--- config.mk ---
export PLATFORM = sky130hd
export DESIGN_NAME = ex_stage_pipe
export DESIGN_NICKNAME = d
export VERILOG_FILES = /design/src/rtl/ex_stage_pipe_pkg.sv /design/src/rtl/ex_stage_pipe_muldiv_iter.sv /design/src/rtl/ex_stage_pipe.sv
export SDC_FILE = /design/constraint.sdc
export NUM_CORES = 1
export LEC_CHECK = 0
export ABC_AREA = 1
export ABC_CLOCK_PERIOD_IN_PS = 9000
export CORE_MARGIN = 2
export CORE_UTILIZATION = 61
export CTS_CLUSTER_DIAMETER = 80
export DETAILED_ROUTE_END_ITERATION = 16
export GPL_TIMING_DRIVEN = 1
export HOLD_SLACK_MARGIN = 0.02
export PLACE_DENSITY = 0.89
export SKIP_LAST_GASP = 1
export SLEW_MARGIN = 25
export SYNTH_ARGS = -nofsm -noshare
export SYNTH_HDL_FRONTEND = slang
export SYNTH_HIERARCHICAL = 1
export SYNTH_SLANG_ARGS = --single-unit
export TNS_END_PERCENT = 50
--- constraint.sdc ---
create_clock -name clk -period 9 [get_ports clk]
set_input_delay 0.9 -clock clk [delete_from_list [all_inputs] [get_ports clk]]
set_output_delay 0.9 -clock clk [all_outputs]
set_load 0.02 [all_outputs]
--- src/rtl/ex_stage_pipe_pkg.sv ---
// rtl/ex_stage_pipe_pkg.sv - shared opcodes, state encodings and flag helpers for the EX stage
package ex_stage_pipe_pkg;

    localparam logic [3:0] ALU_ADD  = 4'd0;
    localparam logic [3:0] ALU_SUB  = 4'd1;
    localparam logic [3:0] ALU_AND  = 4'd2;
    localparam logic [3:0] ALU_OR   = 4'd3;
    localparam logic [3:0] ALU_XOR  = 4'd4;
    localparam logic [3:0] ALU_SLL  = 4'd5;
    localparam logic [3:0] ALU_SRL  = 4'd6;
    localparam logic [3:0] ALU_SRA  = 4'd7;
    localparam logic [3:0] ALU_MUL  = 4'd8;
    localparam logic [3:0] ALU_DIVU = 4'd9;
    localparam logic [3:0] ALU_REMU = 4'd10;

    localparam logic [1:0] EX_IDLE = 2'd0;
    localparam logic [1:0] EX_HOLD = 2'd1;
    localparam logic [1:0] EX_BUSY = 2'd2;

    localparam int CMP_LT = 1;
    localparam int CMP_EQ = 0;

    // Iterative unit operation codes: the low two bits of ALU_MUL..ALU_REMU
    localparam logic [1:0] MD_MUL  = 2'd0;
    localparam logic [1:0] MD_DIVU = 2'd1;
    localparam logic [1:0] MD_REMU = 2'd2;

    // Signed overflow from operand and result sign bits
    function automatic logic sign_overflow(input logic a_msb, input logic b_msb,
                                           input logic r_msb, input logic is_sub);
        if (is_sub)
            return (a_msb != b_msb) && (r_msb != a_msb);
        return (a_msb == b_msb) && (r_msb != a_msb);
    endfunction

endpackage

--- src/rtl/ex_stage_pipe_muldiv_iter.sv ---
// rtl/ex_stage_pipe_muldiv_iter.sv - shift-add multiplier and restoring divider sharing one counter
module ex_muldiv_iter #(
    parameter int CPU_WIDTH = 16
) (
    input  logic                 clk,
    input  logic                 rst_n,
    input  logic                 start,
    input  logic [1:0]           op,
    input  logic [CPU_WIDTH-1:0] a,
    input  logic [CPU_WIDTH-1:0] b,
    output logic                 done,
    output logic [CPU_WIDTH-1:0] result
);
    import ex_stage_pipe_pkg::*;

    localparam int N  = CPU_WIDTH;
    localparam int CW = $clog2(N + 1);
    localparam logic [CW-1:0] CNT_INIT = CW'(N);
    localparam logic [CW-1:0] CNT_ONE  = CW'(1);

    // x: product accumulator or partial remainder; y: shifted multiplicand or
    // dividend/quotient; z: shifted multiplier or divisor
    logic [N:0]    x, x_nxt, rem_sh;
    logic [N-1:0]  y, y_nxt, z, z_nxt;
    logic [CW-1:0] cnt;
    logic [1:0]    op_r;
    logic          running;

    // One multiply or divide step from the current register contents
    always_comb begin
        x_nxt  = x;
        y_nxt  = y;
        z_nxt  = z;
        rem_sh = {x[N-1:0], y[N-1]};
        if (op_r == MD_MUL) begin
            x_nxt = {1'b0, x[N-1:0] + (z[0] ? y : {N{1'b0}})};
            y_nxt = {y[N-2:0], 1'b0};
            z_nxt = {1'b0, z[N-1:1]};
        end else if (rem_sh >= {1'b0, z}) begin
            x_nxt = rem_sh - {1'b0, z};
            y_nxt = {y[N-2:0], 1'b1};
        end else begin
            x_nxt = rem_sh;
            y_nxt = {y[N-2:0], 1'b0};
        end
    end

    // Load on start (restarting any abandoned run), iterate N times, pulse done with the result
    always_ff @(posedge clk) begin
        if (!rst_n) begin
            x       <= '0;
            y       <= '0;
            z       <= '0;
            cnt     <= '0;
            op_r    <= MD_MUL;
            running <= 1'b0;
            done    <= 1'b0;
            result  <= '0;
        end else begin
            done <= 1'b0;
            if (start) begin
                x       <= '0;
                y       <= a;
                z       <= b;
                op_r    <= op;
                cnt     <= CNT_INIT;
                running <= 1'b1;
            end else if (running) begin
                x   <= x_nxt;
                y   <= y_nxt;
                z   <= z_nxt;
                cnt <= cnt - CNT_ONE;
                if (cnt == CNT_ONE) begin
                    running <= 1'b0;
                    done    <= 1'b1;
                    result  <= (op_r == MD_DIVU) ? y_nxt : x_nxt[N-1:0];
                end
            end
        end
    end

endmodule

--- src/rtl/ex_stage_pipe.sv ---
// rtl/ex_stage_pipe.sv - registered EX stage with valid/ready handshake; EX_MULDIV_EN adds iterative MUL/DIVU/REMU
module ex_stage_pipe #(
    parameter int CPU_WIDTH = 16,
    parameter int OP_W      = 4
) (
    input  logic                 clk,
    input  logic                 rst_n,
    input  logic                 flush,
    input  logic                 in_valid,
    output logic                 in_ready,
    input  logic [CPU_WIDTH-1:0] RD,
    input  logic [CPU_WIDTH-1:0] RS,
    input  logic [CPU_WIDTH-1:0] IMM,
    input  logic                 ABSel,
    input  logic                 IMMop,
    input  logic [OP_W-1:0]      ALUop,
    output logic                 out_valid,
    input  logic                 out_ready,
    output logic [CPU_WIDTH-1:0] ALUout,
    output logic [1:0]           CMPout,
    output logic                 overflow,
    output logic                 busy
);
    import ex_stage_pipe_pkg::*;

    localparam int SH_W = $clog2(CPU_WIDTH);

    logic [1:0]           state;
    logic [1:0]           cmp_pend;
    logic [CPU_WIDTH-1:0] op_a, op_b, alu_res, md_result;
    logic [1:0]           cmp_res;
    logic                 ovf_res, accept, is_md, md_done;

    // Single-cycle ALU; codes without a single-cycle meaning yield zero
    function automatic logic [CPU_WIDTH-1:0] alu_f(input logic [OP_W-1:0] op,
                                                   input logic [CPU_WIDTH-1:0] a,
                                                   input logic [CPU_WIDTH-1:0] b);
        case (op)
            OP_W'(ALU_ADD): return a + b;
            OP_W'(ALU_SUB): return a - b;
            OP_W'(ALU_AND): return a & b;
            OP_W'(ALU_OR):  return a | b;
            OP_W'(ALU_XOR): return a ^ b;
            OP_W'(ALU_SLL): return a << b[SH_W-1:0];
            OP_W'(ALU_SRL): return a >> b[SH_W-1:0];
            OP_W'(ALU_SRA): return $signed(a) >>> b[SH_W-1:0];
            default:        return '0;
        endcase
    endfunction

    // Comparator always looks at RD against the selected B operand
    function automatic logic [1:0] cmp_f(input logic [CPU_WIDTH-1:0] rd,
                                         input logic [CPU_WIDTH-1:0] b);
        logic [1:0] c;
        c         = 2'b00;
        c[CMP_LT] = $signed(rd) < $signed(b);
        c[CMP_EQ] = (rd == b);
        return c;
    endfunction

    assign op_a      = ABSel ? RS : RD;
    assign op_b      = IMMop ? IMM : RS;
    assign alu_res   = alu_f(ALUop, op_a, op_b);
    assign cmp_res   = cmp_f(RD, op_b);
    assign ovf_res   = (ALUop == OP_W'(ALU_ADD)) ? sign_overflow(op_a[CPU_WIDTH-1], op_b[CPU_WIDTH-1], alu_res[CPU_WIDTH-1], 1'b0) :
                       (ALUop == OP_W'(ALU_SUB)) ? sign_overflow(op_a[CPU_WIDTH-1], op_b[CPU_WIDTH-1], alu_res[CPU_WIDTH-1], 1'b1) :
                       1'b0;

    assign out_valid = (state == EX_HOLD);
    assign busy      = (state == EX_BUSY);
    assign in_ready  = !busy && (!out_valid || out_ready);
    assign accept    = in_valid && in_ready;

`ifdef EX_MULDIV_EN
    logic md_start;

    assign is_md    = (ALUop == OP_W'(ALU_MUL)) || (ALUop == OP_W'(ALU_DIVU)) || (ALUop == OP_W'(ALU_REMU));
    assign md_start = accept && is_md && !flush;

    ex_muldiv_iter #(
        .CPU_WIDTH(CPU_WIDTH)
    ) u_muldiv (
        .clk    (clk),
        .rst_n  (rst_n),
        .start  (md_start),
        .op     (ALUop[1:0]),
        .a      (op_a),
        .b      (op_b),
        .done   (md_done),
        .result (md_result)
    );
`else
    assign is_md     = 1'b0;
    assign md_done   = 1'b0;
    assign md_result = '0;
`endif

    // Stage control: flush wins, then accept (which also retires any held result), then completion/retire.
    // A done pulse outside BUSY belongs to a flushed operation and is ignored.
    always_ff @(posedge clk) begin
        if (!rst_n) begin
            state    <= EX_IDLE;
            ALUout   <= '0;
            CMPout   <= 2'b00;
            overflow <= 1'b0;
            cmp_pend <= 2'b00;
        end else if (flush) begin
            state <= EX_IDLE;
        end else if (accept && is_md) begin
            state    <= EX_BUSY;
            cmp_pend <= cmp_res;
        end else if (accept) begin
            state    <= EX_HOLD;
            ALUout   <= alu_res;
            CMPout   <= cmp_res;
            overflow <= ovf_res;
        end else if (busy && md_done) begin
            state    <= EX_HOLD;
            ALUout   <= md_result;
            CMPout   <= cmp_pend;
            overflow <= 1'b0;
        end else if (out_valid && out_ready) begin
            state <= EX_IDLE;
        end
    end

endmodule

== Yosys cells after proc, flatten, opt, wreduce, memory -nomap -nowiden ==
Index checks and enable logic that the tools add are counted.
Cells by class
  equal/unequal tests: 11
  reductions and logical operators: 10
  shift-type cells: 3
  bitwise operators: 5
  add/subtract/negate cells: 2
  magnitude comparators: 1
  multiplexer cells: 7
Operator list (number)
  $pmux W16 S8: 1
  $mux W16: 2
  $add A16 B16 Y16: 1
  $and A16 B16 Y16: 1
  $eq A16 B16 Y1: 1
  $eq A4 B3 Y1 const B: 4
  $lt A16 B16 Y1: 1
  $or A16 B16 Y16: 1
  $shl A16 B4 Y16: 1
  $shr A16 B4 Y16: 1
  $sshr A16 B4 Y16: 1
  $sub A16 B16 Y16: 1
  $xor A16 B16 Y16: 1
  $eq A4 B2 Y1 const B: 2
  $eq A4 B1 Y1 const B: 1
  $logic_and A1 B1 Y1: 4
  $logic_not A4 Y1: 1
  $mux W1: 4
  $ne A1 B1 Y1: 2
  $not A1 Y1: 2
  $reduce_and A2 Y1: 1
  $reduce_bool A2 Y1: 1
  $reduce_or A2 Y1: 1
  $eq A1 B1 Y1: 1
  2 further kinds: 2
Storage, ports and cells
  register bits: 20
  input port bits: 59
  logic and storage cells: 43
  output and inout bits: 22

== Depth between registers and ports, before layout ==
Gate-level depths: netlist (run 1).
  depth in word-level cells: 7
  mapped depth: 26
  mapped depth without buffers: 25

== Least setup slack after synthesis (run 1) ==
Ideal clock, no wire load.
  path type: in2reg
  start point: input IMMop
  end point: register overflow
  slack: 5.011 ns
  data required time: 8.868 ns
  buffers on the path: 2
  setup time: 0.132 ns
  cell stages on the path: 25
  arrival: 3.857 ns
  path through: buf_4 nand2_1 nand2_1 clkbuf_1 ha_1 nand3_1 nor3_1 nor2_1 nor2_1 nand2_1 nor2_1 a21oi_1 xor2_1 ha_1 a21oi_1 a21boi_0 nand2_1 a21oi_1 inv_1 nand2_1 nand3_1 nand2_1 nand2_1 nand3_1 a21oi_1
Between the ends
  word-level cells in the longest chain between the ends: 7
  elaborated cells between the ends (all ways): 17
  classes of those cells: add/sub (2); eq/ne (3); shift (3); mux (4); bitwise (3); reduce/logical (2)
RTL lines
  start, declared: RTL line ex_stage_pipe.sv:15  | input logic IMMop,
  $mux W16 (*): RTL line ex_stage_pipe.sv:62  | assign op_b = IMMop ? IMM : RS;
  $sub A16 B16 Y16 (tied with other cells): RTL line ex_stage_pipe.sv:40  | OP_W'(ALU_SUB): return a - b;
  $pmux W16 S8: RTL line ex_stage_pipe.sv:38  | case (op)
  $ne A1 B1 Y1
  $logic_and A1 B1 Y1: RTL line ex_stage_pipe_pkg.sv:32  | return (a_msb != b_msb) && (r_msb != a_msb);
  $mux W1: RTL line ex_stage_pipe.sv:66  | (ALUop == OP_W'(ALU_SUB)) ? sign_overflow(op_a[CPU_WIDTH-1], op_b[CPU_WIDTH-1], alu_res[CPU_WIDTH-1], 1'b1) :
  $mux W1 (*): RTL line ex_stage_pipe.sv:65  | assign ovf_res = (ALUop == OP_W'(ALU_ADD)) ? sign_overflow(op_a[CPU_WIDTH-1], op_b[CPU_WIDTH-1], alu_res[CPU_W ...
  end signal, assigned: RTL line ex_stage_pipe.sv:116  | overflow <= ovf_res;
  end, declared: RTL line ex_stage_pipe.sv:21  | output logic overflow,
Every way passes the cells marked *; elsewhere a longest branch is shown, timed or not.
A chain may end at the register's enable or synchronous reset.

== Worst setup path after layout (run 1) ==
Ends and elaborated chain as after synthesis.

==> summary.md, run 1 <==
| Metric | Value |
|---|---|
| Initial standard-cell utilization of the core | 63.00% |
| Core area | 8217 um^2 |
| Most used standard cell by instance count after synthesis | sky130_fd_sc_hd__nand2_1 |
| GR Util All Layers | 40.55% |
| Final-layout setup total negative slack | 0 ps |
| Setup repair after global routing missed its margin | no |
| Hold path startpoint | ALUout[0] |
| Placed cell area | 5941 um^2 |
| Flop and latch count out of synthesis | 20 |
| R2R depth | 7 |
| Pin count of the biggest net entering global routing | 45 |
| Largest family of logic cells by synthesized area | simple AND/OR/NAND/NOR gates |
| Internal power summed over all cells | 0.0002512 W |
| Max-cap violations | 0 |
| Adder-cell share of the synthesized area | 16.58% |
| Net count, final | 1114 |
| CTS sink cnt | 20 |
| Post-synthesis instance total | 931 |
| Post-Place Worst Slack | 3417 ps |
| Slack of the worst reg-to-reg path | 6840 ps |
| Largest cells by area after synthesis | sky130_fd_sc_hd__nand2_1 (24%), sky130_fd_sc_hd__ha_1 (16%), sky130_fd_sc_hd__inv_1 (8.6%) |
| Switching share of total power | 51.29% |
| Area taken by flip-flops and latches | 400.4 um^2 |
| Count of hold buffers inserted by post-cts repair | 0 |
| Post-synthesis compound-gate area fraction | 20.04% |
| Setup Viol. Count Final | 0 |
| Cell leakage power | 3.087 nW |
| Number of filler cells placed in the layout | 734 |
| Most used flip-flop cell after synthesis | sky130_fd_sc_hd__dfxtp_1 |
| Instance count along the most critical hold path | 2 |
| Switch Pwr | 0.0002645 W |
| Chip width | 96.12 um |
| First-pass detailed-route iteration total | 7 |
| Aggregate routed wire length | 18.59 mm |
| Crit Reg-Reg Endpoint | overflow |
| Cell types with the highest counts after synthesis | sky130_fd_sc_hd__nand2_1 (334), sky130_fd_sc_hd__inv_1 (118), sky130_fd_sc_hd__nand3_1 (68), sky130_fd_sc_hd__ha_1 (67), sky130_fd_sc_hd__nor2_1 (62) |
| PnR worst setup slack | 3579 ps |
| Sort of element at the end of the critical path | flop |
| Final non-filler cell area | 5988 um^2 |
| Beginning of the critical path | IMMop |
| Final HPWL DP | 14.96 mm |
| Placement Rows | 33 |
| Relative slew margins | 44.10% |
| Full die area | 9238 um^2 |
| Total area of multi-input combinational cells | 4136 um^2 |
| Final Hold Slack | 465.8 ps |
| Post-synth cell types | 46 |
| Post-cts repair resize count | 0 |
| Aggregate global routing overflow | 0 |
| Power density normalized to cell area | 86.11 nW/um^2 |
| Endpoint of the worst hold-timing path | ALUout[0] |
| Via density per instance | 5.963 |
| EDFF count, synth | 0 |
| Period minus WS final | 5421 ps |
| Cell accounting for the most synthesized area | sky130_fd_sc_hd__nand2_1 |
| Share of final-layout standard cells stronger than drive strength 1 | 3.959% |
| Maximum resistive drop on vdd | 0.00008261 V |
| Startpoint of the most critical register-to-register path | state[0] |
| Portion of the clock cycle consumed by the worst path in the final layout | 60.24% |
| Startpoint class of the critical path | input port |
| Yosys synthesis warning count | 6 |
| Number of port buffers | 79 |
| Drc violations | 0 |
| Setup Fix Bufs, Post-CTS | 0 |
| Count of pins over their slew limit | 0 |
| Classification of the worst setup path | in2reg |
| Worst Path Arrival | 5550 ps |
| Total count of hold-check failures in the final report | 0 |
| Global-route wire length before repair | 29.03 mm |
| XOR/XNOR Fraction of Synth Area | 2.538% |
| CTS tree | built |
| Share of the synthesized area in the top cell type | 24.22% |
| Post-synthesis async set-or-reset flop share | 0% |
| Combinational Power Share | 70.8% |
| Number of CTS-inserted buffers | 3 |
| I/O pin count | 81 |
| Relative contribution of sequential cells to total power | 18.4% |
| Vias after detailed routing | 6500 |
| Fraction of synthesized area in multiplexers | 0.1934% |
| Status | finished clean |
| Proportion of power drawn by the clock network | 10.9% |
| Relative area change from synthesis to final layout | 15.69% |
| Achievable clock frequency | 184.5 MHz |
| Antenna violations before repair | 0 |
| CP required | 9120 ps |
| Post-synthesis average cell area | 5.560 um^2 |
| Number of design-rule violations left by the first detailed-router iteration | 647 |
| Via count of the first global-routing pass | 6062 |
| Clock Latency Late Sink | 250 ps |
| Final Wtd Congestion | 1.059 |
| Largest fanout of any net on the critical path | 22 |
| Sequential area share after synthesis | 7.735% |
| CTS Root Buffer Type | sky130_fd_sc_hd__clkbuf_8 |
| Vertical die dimension | 96.12 um |
| Number of antenna cells inserted | 0 |
| Buffers from clock root to sink, at most | 2 |
| Worst Clk Skew | 1.199 ps |
| Power, Total | 0.0005156 W |
| Hold Path Class | reg2reg |
| Number of levels the H-tree was split into | 1 |
| Worst slew pin tran | 832.8 ps |
| Average detailed-routed wire length per instance | 17.05 um |
| Simple logic cell fraction of the synthesized area | 40.37% |
| Number of nets in the synthesized netlist | 1058 |
| Final ANT Viol Nets | 0 |
| Clock-pin transition on the worst setup and hold timing paths | 70 ps |
| Area of the mapped netlist | 5176 um^2 |
-- worst max-delay path by stage --
stage                           to  cells after the start
after floorplan           overflow                     25
after global placement    overflow                     26
after detailed placement  overflow                     26
after CTS                 overflow                     26
after global routing      overflow                     26
final                     overflow                     26
-- cell usage in the layout, fill, tap and decap left out, drive strengths merged, types with 6 or more instances in the layout --
cell type        n
a211oi           8
nand2          337
ha              67
o21ai           75
o211ai           7
inv            119
nand4            9
a21oi           51
clkdlybuf4s50   79
a221oi           8
dfxtp           20
nand3           73
xor2            14
nor2            64
nand3b           6
nor3            10
-- cell families (layout without fill, tap and decap cells) --
| family | after synthesis | in the layout |
|---|---|---|
| buf+inv | 154 | 208 |
| flops | 20 | 20 |
| compound gates | 169 | 169 |
| mux | 1 | 1 |
| xor+xnor | 15 | 15 |
| other cells | 1 | 1 |
| fa+ha+maj | 68 | 68 |
| simple gates | 503 | 503 |
-- routing by layer --
layer  vias to the layer above  wire length (um)  part of all wire (%)  GRT usage (%)
li1                       3144                 -                     -              -
met1                      2907              7418                    40          48.65
met2                       368              8479                    46          70.37
met3                        81              1812                   9.7          7.596
met4                         0               874                   4.7          17.02
met5                         -                 0                     0              0
-- stage by stage --
stage / utilization [%] / instances
4_1_cts: 72.80 / 1090
3_3_place_gp: 72.30 / 1087
5_1_grt: 72.88 / 1090
6_report: 72.88 / 1090
3_5_place_dp: 72.30 / 1087
2_1_floorplan: - / 931
-- sequential cells by signal, indices dropped and copies added (netlist names) --
name      flops
state         1
ALUout       16
CMPout        2
overflow      1
-- area by class of cell --
class	count	share of cell area [%]
clock buffer	3	0.6895
inverter	122	7.647
multi-input combinational	757	69.08
sequential	20	6.686
tap	105	2.194
timing repair buffer	83	13.71
-- power groups by stage --
stage / Clock [W] / Sequential (W) / Combinational [W]
6_report: 0.0000562 / 0.0000946 / 0.000365
5_1_grt: 0.0000599 / 0.0000950 / 0.000405
4_1_cts: 0.0000579 / 0.0000946 / 0.000353
3_5_place_dp: 0 / 0.0000965 / 0.000352
3_3_place_gp: 0 / 0.0000965 / 0.000347
2_1_floorplan: 0 / 0.000101 / 0.000241
-- critical path, stage by stage --
cell and delay (ps):
sky130_fd_sc_hd__clkdlybuf4s50_1 460, sky130_fd_sc_hd__buf_4 230, sky130_fd_sc_hd__inv_1 280, sky130_fd_sc_hd__nand2_1 150, sky130_fd_sc_hd__nand2_2 260, sky130_fd_sc_hd__inv_1 630, sky130_fd_sc_hd__nand3_1 250, sky130_fd_sc_hd__nor3_1 220
sky130_fd_sc_hd__nor2_1 90, sky130_fd_sc_hd__nor2_1 170, sky130_fd_sc_hd__nand2_1 110, sky130_fd_sc_hd__nor2_1 90, sky130_fd_sc_hd__a21oi_1 80, sky130_fd_sc_hd__xor2_1 150, sky130_fd_sc_hd__ha_1 340, sky130_fd_sc_hd__a21oi_1 140
sky130_fd_sc_hd__a21boi_0 190, sky130_fd_sc_hd__nand2_1 70, sky130_fd_sc_hd__a21oi_1 180, sky130_fd_sc_hd__inv_1 60, sky130_fd_sc_hd__nand2_1 70, sky130_fd_sc_hd__nand3_1 100, sky130_fd_sc_hd__nand2_1 130, sky130_fd_sc_hd__nand2_1 50
sky130_fd_sc_hd__nand3_1 70, sky130_fd_sc_hd__a21oi_1 60
Power figures use the tool's default switching activity.
==> run 2, diff against run 1 <==
Settings changed: ABC_CLOCK_PERIOD_IN_PS 9000 to 5000, CORE_UTILIZATION 61 to 57, PLACE_DENSITY 0.89 to 0.84.
Clock period 9 ns to 5 ns, I/O delays scaled along.
==> run 2 against run 1 <==
- clock skew grew 0.86 ps
- final area grew 1.4%
- hold slack gained 2.0 ps
- critical endpoint unchanged
- flip-flop and latch count is the same
- routed wire length shrank 1.5%
- largest power group unchanged
- sequential power grew 80%
==> summary.md, run 2 (synthesis results as in run 1) <==
| Metric | Value |
|---|---|
| Status | finished clean |
| Largest register FFs | 16 |
| Cell leakage power | 3.135 nW |
| Final-layout setup total negative slack | 0 ps |
| Number of antenna cells inserted | 0 |
| CTS Root Buffer Type | sky130_fd_sc_hd__clkbuf_8 |
| Initial standard-cell utilization of the core | 59.07% |
| I/O pin count | 81 |
| Power density normalized to cell area | 163.0 nW/um^2 |
| Net count, final | 1121 |
| First-pass detailed-route iteration total | 5 |
| Switch Pwr | 0.0004802 W |
| Number of filler cells placed in the layout | 865 |
| GR Util All Layers | 37.06% |
| Classification of the worst setup path | in2reg |
| Sort of element at the end of the critical path | flop |
| Final HPWL DP | 14.78 mm |
| Core area | 8763 um^2 |
| Via count of the first global-routing pass | 5869 |
| Maximum resistive drop on vdd | 0.0001705 V |
| Number of port buffers | 79 |
| Aggregate routed wire length | 18.31 mm |
| Chip width | 99.30 um |
| Leading cell types in the layout, fill and taps excluded | sky130_fd_sc_hd__nand2_1 (334), sky130_fd_sc_hd__inv_1 (118), sky130_fd_sc_hd__clkdlybuf4s50_1 (79) |
| Proportion of power drawn by the clock network | 16.5% |
| Combinational Power Share | 66.3% |
| Antenna violations before repair | 0 |
| Buffers from clock root to sink, at most | 2 |
| Share of final-layout standard cells stronger than drive strength 1 | 4.733% |
| PnR worst setup slack | 799.4 ps |
| Number of CTS-inserted buffers | 3 |
| Placement Rows | 34 |
| Hold Path Class | reg2reg |
| Period minus WS final | 4201 ps |
| Relative area change from synthesis to final layout | 17.36% |
| Post-Place Worst Slack | 599.9 ps |
| Worst Path Arrival | 4340 ps |
| Number of design-rule violations left by the first detailed-router iteration | 666 |
| Vertical die dimension | 99.30 um |
| Worst Clk Skew | 2.061 ps |
| Relative slew margins | 36.58% |
| Full die area | 9860 um^2 |
| Aggregate global routing overflow | 0 |
| Final ANT Viol Nets | 0 |
| Max-cap violations | 0 |
| Setup Viol. Count Final | 0 |
| Number of levels the H-tree was split into | 1 |
| Switching share of total power | 48.50% |
| Most common library cell in the layout ignoring fill and taps | sky130_fd_sc_hd__nand2_1 |
| Final Wtd Congestion | 0.9931 |
| Drc violations | 0 |
| Worst slew pin tran | 948.4 ps |
| Relative contribution of sequential cells to total power | 17.2% |
| CP required | 5140 ps |
| Vias after detailed routing | 6441 |
| Global-route wire length before repair | 29.44 mm |
| Pin count of the biggest net entering global routing | 43 |
| Startpoint class of the critical path | input port |
| Setup Fix Bufs, Post-CTS | 0 |
| Clock-pin transition on the worst setup and hold timing paths | 70 ps |
| Largest fanout of any net on the critical path | 20 |
| Average detailed-routed wire length per instance | 16.63 um |
| Achievable clock frequency | 238.1 MHz |
| CTS tree | built |
| Reg with most FFs | ALUout |
| Clock Latency Late Sink | 260 ps |
| Count of pins over their slew limit | 0 |
| Largest registers | ALUout (16), CMPout (2) |
| CTS sink cnt | 20 |
| Total count of hold-check failures in the final report | 0 |
| Count of hold buffers inserted by post-cts repair | 0 |
| Via density per instance | 5.850 |
| Internal power summed over all cells | 0.0005099 W |
| Setup repair after global routing missed its margin | no |
| Post-cts repair resize count | 0 |
| Portion of the clock cycle consumed by the worst path in the final layout | 84.01% |
-- run 2: cell types whose count changed in the layout (fill, tap and decap cells not counted) --
cell	previous run	this run
sky130_fd_sc_hd__bufinv_16	0	1
sky130_fd_sc_hd__buf_4	4	11
-- run 2: path summary, 6_finish.rpt --
kind	slack, ps	cells past startpoint	from	end
worst max-delay path	800	25	IMMop	overflow
worst max register to register	2910	7	state[0]	overflow
worst min-delay path	470	2	ALUout[2]	ALUout[2]
worst min register to register	470	2	ALUout[2]	ALUout[2]
-- run 2: final cells by class --
cell class                 instances  area [um^2]  area share, %
clock buffer                       3        41.29         0.6797
clock inverter                     1        30.03         0.4943
inverter                         122        457.9          7.539
multi-input combinational        757         4136          68.09
sequential                        20        400.4          6.591
tap                              108        135.1          2.225
timing repair buffer              90        873.3          14.38
-- run 2: power groups by stage --
stage                     sequential, W  combinational [W]  clock [W]
after floorplan                0.000182           0.000433          0
after global placement         0.000174           0.000633          0
after global routing           0.000171           0.000732   0.000174
after CTS                      0.000170           0.000639   0.000165
after detailed placement       0.000174           0.000635          0
final                          0.000170           0.000656   0.000164
-- run 2: per-stage QoR --
| stage | hold slack [ps] | utilization [%] | total power (W) | instances | cell area, um^2 |
|---|---|---|---|---|---|
| after CTS | 468.3 | 69.25 | 0.0009750 | 1101 | 6068 |
| after floorplan | 545.0 | - | 0.0006158 | 931 | 5176 |
| after global routing | 489.1 | 69.32 | 0.001077 | 1101 | 6075 |
| after global placement | 457.1 | 68.43 | 0.0008066 | 1097 | 5997 |
| final | 467.8 | 69.32 | 0.0009900 | 1101 | 6075 |
| after detailed placement | 456.8 | 68.43 | 0.0008092 | 1097 | 5997 |
-- run 2: metal layers --
| metal | part of all wire [%] | GRT usage [%] | routed length [um] | vias up |
|---|---|---|---|---|
| li1 | - | - | - | 3162 |
| met1 | 42 | 49.64 | 7674 | 2846 |
| met4 | 3.3 | 11.17 | 612 | 0 |
| met5 | 0 | 0 | 0 | - |
| met3 | 10 | 4.568 | 1843 | 56 |
| met2 | 45 | 62.32 | 8176 | 377 |
-- run 2: critical path: stages --
cell and delay (ps):
sky130_fd_sc_hd__clkdlybuf4s50_1 490, sky130_fd_sc_hd__buf_4 240, sky130_fd_sc_hd__nand2_1 90, sky130_fd_sc_hd__nand2_2 330, sky130_fd_sc_hd__ha_1 250, sky130_fd_sc_hd__nand3_1 140
sky130_fd_sc_hd__nor3_1 210, sky130_fd_sc_hd__nor2_1 100, sky130_fd_sc_hd__nor2_1 170, sky130_fd_sc_hd__nand2_1 100, sky130_fd_sc_hd__nor2_1 90, sky130_fd_sc_hd__a21oi_1 70
sky130_fd_sc_hd__xor2_1 150, sky130_fd_sc_hd__ha_1 340, sky130_fd_sc_hd__a21oi_1 120, sky130_fd_sc_hd__a21boi_0 200, sky130_fd_sc_hd__nand2_1 70, sky130_fd_sc_hd__a21oi_1 160
sky130_fd_sc_hd__inv_1 70, sky130_fd_sc_hd__nand2_1 70, sky130_fd_sc_hd__nand3_1 100, sky130_fd_sc_hd__nand2_1 100, sky130_fd_sc_hd__nand2_1 50, sky130_fd_sc_hd__nand3_1 70
sky130_fd_sc_hd__a21oi_1 60
==> run 3, diff against run 2 <==
Settings changed: ABC_CLOCK_PERIOD_IN_PS 5000 to 3680, CORE_UTILIZATION 57 to 51, PLACE_DENSITY 0.84 to 0.79.
Clock period 5 ns to 3.68 ns, I/O delays scaled along.
==> run 3 against run 2 <==
- die area increased by 11%
- routed wire length increased by 2.3%
- core utilization down 2.1 points
- first-iteration DRC count is 8.3% lower
- power is 48% higher
- largest power group unchanged
- highest routed layer unchanged
==> summary.md, run 3 (synthesis results as in run 1) <==
| Metric | Value |
|---|---|
| Vias after detailed routing | 6626 |
| Maximum resistive drop on vdd | 0.0001674 V |
| Aggregate routed wire length | 18.72 mm |
| Area taken by flip-flops and latches | 400.4 um^2 |
| Largest registers | ALUout (16), CMPout (2) |
| CTS tree | built |
| Clock-pin transition on the worst setup and hold timing paths | 80 ps |
| Drc violations | 0 |
| Global-route wire length before repair | 29.90 mm |
| Most common library cell in the layout ignoring fill and taps | sky130_fd_sc_hd__nand2_1 |
| Startpoint of the most critical register-to-register path | state[0] |
| Core area | 9819 um^2 |
| Post-Place Worst Slack | -222.7 ps |
| Setup Fix Bufs, Post-CTS | 0 |
| Cells along the critical path | clkdlybuf4s50_1, inv_1, nand2_1, nand2_2, buf_6, nand3_1, nor2_2, nand2_1, nand2_1, o21ai_0, xor2_1, ha_1, nand2_1, nor2_2, inv_1, nor3_2, a21oi_2, inv_1, nand2_1, nand3_1, nand2_1, nand2_1, nand3_1, a21oi_1 |
| Average detailed-routed wire length per instance | 15.79 um |
| Reg with most FFs | ALUout |
| Largest register FFs | 16 |
| Number of levels the H-tree was split into | 1 |
| Delay of the slowest cell on the worst path | 430 ps |
| Chip width | 104.7 um |
| Number of antenna cells inserted | 0 |
| Sort of element at the end of the critical path | flop |
| Largest fanout of any net on the critical path | 19 |
| Final non-filler cell area | 6598 um^2 |
| Placement Rows | 36 |
| Startpoint class of the critical path | input port |
| Worst slew pin tran | 690.4 ps |
| Clock Latency Late Sink | 260 ps |
| Share of final-layout standard cells stronger than drive strength 1 | 10.83% |
| Worst Clk Skew | 1.677 ps |
| Cell leakage power | 3.439 nW |
| Number of CTS-inserted buffers | 3 |
| Final HPWL DP | 15.40 mm |
| Number of port buffers | 79 |
| Hold Path Class | reg2reg |
| Via count of the first global-routing pass | 6243 |
| Status | finished clean |
| Critical-path top delay cell | sky130_fd_sc_hd__clkdlybuf4s50_1 |
| Final ANT Viol Nets | 0 |
| Number of design-rule violations left by the first detailed-router iteration | 611 |
| Leading cell types in the layout, fill and taps excluded | sky130_fd_sc_hd__nand2_1 (334), sky130_fd_sc_hd__inv_1 (118), sky130_fd_sc_hd__clkdlybuf4s50_1 (78) |
| Number of filler cells placed in the layout | 966 |
| CTS Root Buffer Type | sky130_fd_sc_hd__clkbuf_8 |
| Vertical die dimension | 104.7 um |
| Cell repeated most along the worst path | sky130_fd_sc_hd__nand2_1 |
| Period minus WS final | 3413 ps |
| Critical path buffers and inverters | 5 |
| Power density normalized to cell area | 222.8 nW/um^2 |
| Total area of multi-input combinational cells | 4159 um^2 |
| CTS sink cnt | 20 |
| Full die area | 10970 um^2 |
| Final Wtd Congestion | 0.9962 |
| Portion of the clock cycle consumed by the worst path in the final layout | 92.75% |
| PnR worst setup slack | 266.8 ps |
| Dominant delay contributor by cell family on the critical path | simple AND/OR/NAND/NOR gates |
| Total count of hold-check failures in the final report | 0 |
| Count of pins over their slew limit | 0 |
| Hold path startpoint | ALUout[11] |
| Relative area change from synthesis to final layout | 27.46% |
| Buffers from clock root to sink, at most | 2 |
| Antenna violations before repair | 0 |
| Placed cell area | 6491 um^2 |
| Via density per instance | 5.587 |
| GR Util All Layers | 33.40% |
| Core occupancy in the finished layout | 67.19% |
| Beginning of the critical path | IMM[0] |
| Relative slew margins | 53.66% |
| Max-cap violations | 0 |
| Setup Viol. Count Final | 0 |
| Initial standard-cell utilization of the core | 52.71% |
| Classification of the worst setup path | in2reg |
| CP required | 3860 ps |
| I/O pin count | 81 |
| Net count, final | 1181 |
| Achievable clock frequency | 293.0 MHz |
| Pin count of the biggest net entering global routing | 42 |
| Aggregate global routing overflow | 0 |
| First-pass detailed-route iteration total | 7 |
| Worst Path Arrival | 3600 ps |
-- run 3: cell types whose count changed in the layout (fill, tap and decap cells not counted), sizes merged --
| cell | previous run | this run |
|---|---|---|
| buf | 11 | 71 |
| clkdlybuf4s50 | 79 | 78 |
| dlymetal6s2s | 0 | 1 |
-- run 3: worst reg2reg max path, delay by kind of cell (launching register included) --
kind / cells / cell delay (ps)
AND/OR/NAND/NOR: 3 / 270
buffers and inverters: 3 / 590
AO/OA/AOI/OAI: 2 / 420
flip-flops: 1 / 310
-- run 3: timing repair --
action	4_1_cts	5_1_grt
endpoints found under the setup margin	0	10
resized for setup	0	10
hold buffers	0	0
-- run 3: worst paths after layout --
kind / end / slack (ps) / cells past startpoint
worst min register to register: ALUout[11] / 470 / 2
worst min-delay path: ALUout[11] / 470 / 2
worst max-delay path: overflow / 270 / 24
worst max register to register: overflow / 2000 / 8
-- run 3: layout make-up --
cell class              instances  area share [%]
multi-input cells             757           63.04
clock inverters                 1          0.4551
inverters                     122           6.941
clock buffers                   3          0.6258
repair buffers                150           20.35
well taps                     133           2.522
flip-flops and latches         20           6.069
-- run 3: report_power, final --
group,internal (W),leakage (nW),switching [W]
Sequential,0.000226,0.162,0.00000493
Clock,0.000145,0.0357,0.0000764
Combinational,0.000414,3.24,0.000603
Total,0.000786,3.44,0.000684
-- run 3: layer usage --
metal | vias up | wire length (um) | track usage, %
li1 | 3284 | - | -
met3 | 79 | 1709 | 5.864
met2 | 356 | 8175 | 54.13
met5 | - | 0 | 0
met4 | 0 | 1133 | 18.00
met1 | 2907 | 7704 | 41.92
-- run 3: through the flow --
step / power, W / hold WS (ps) / std cells / TNS, ps
6_report: 0.001470 / 466.7 / 1186 / 0
5_1_grt: 0.001591 / 490.1 / 1186 / -29.87
3_3_place_gp: 0.001206 / 452.8 / 1182 / -504.0
2_1_floorplan: 0.0008367 / 446.5 / 931 / 0
3_5_place_dp: 0.001217 / 458.4 / 1182 / -969.3
4_1_cts: 0.001440 / 468.5 / 1186 / 0
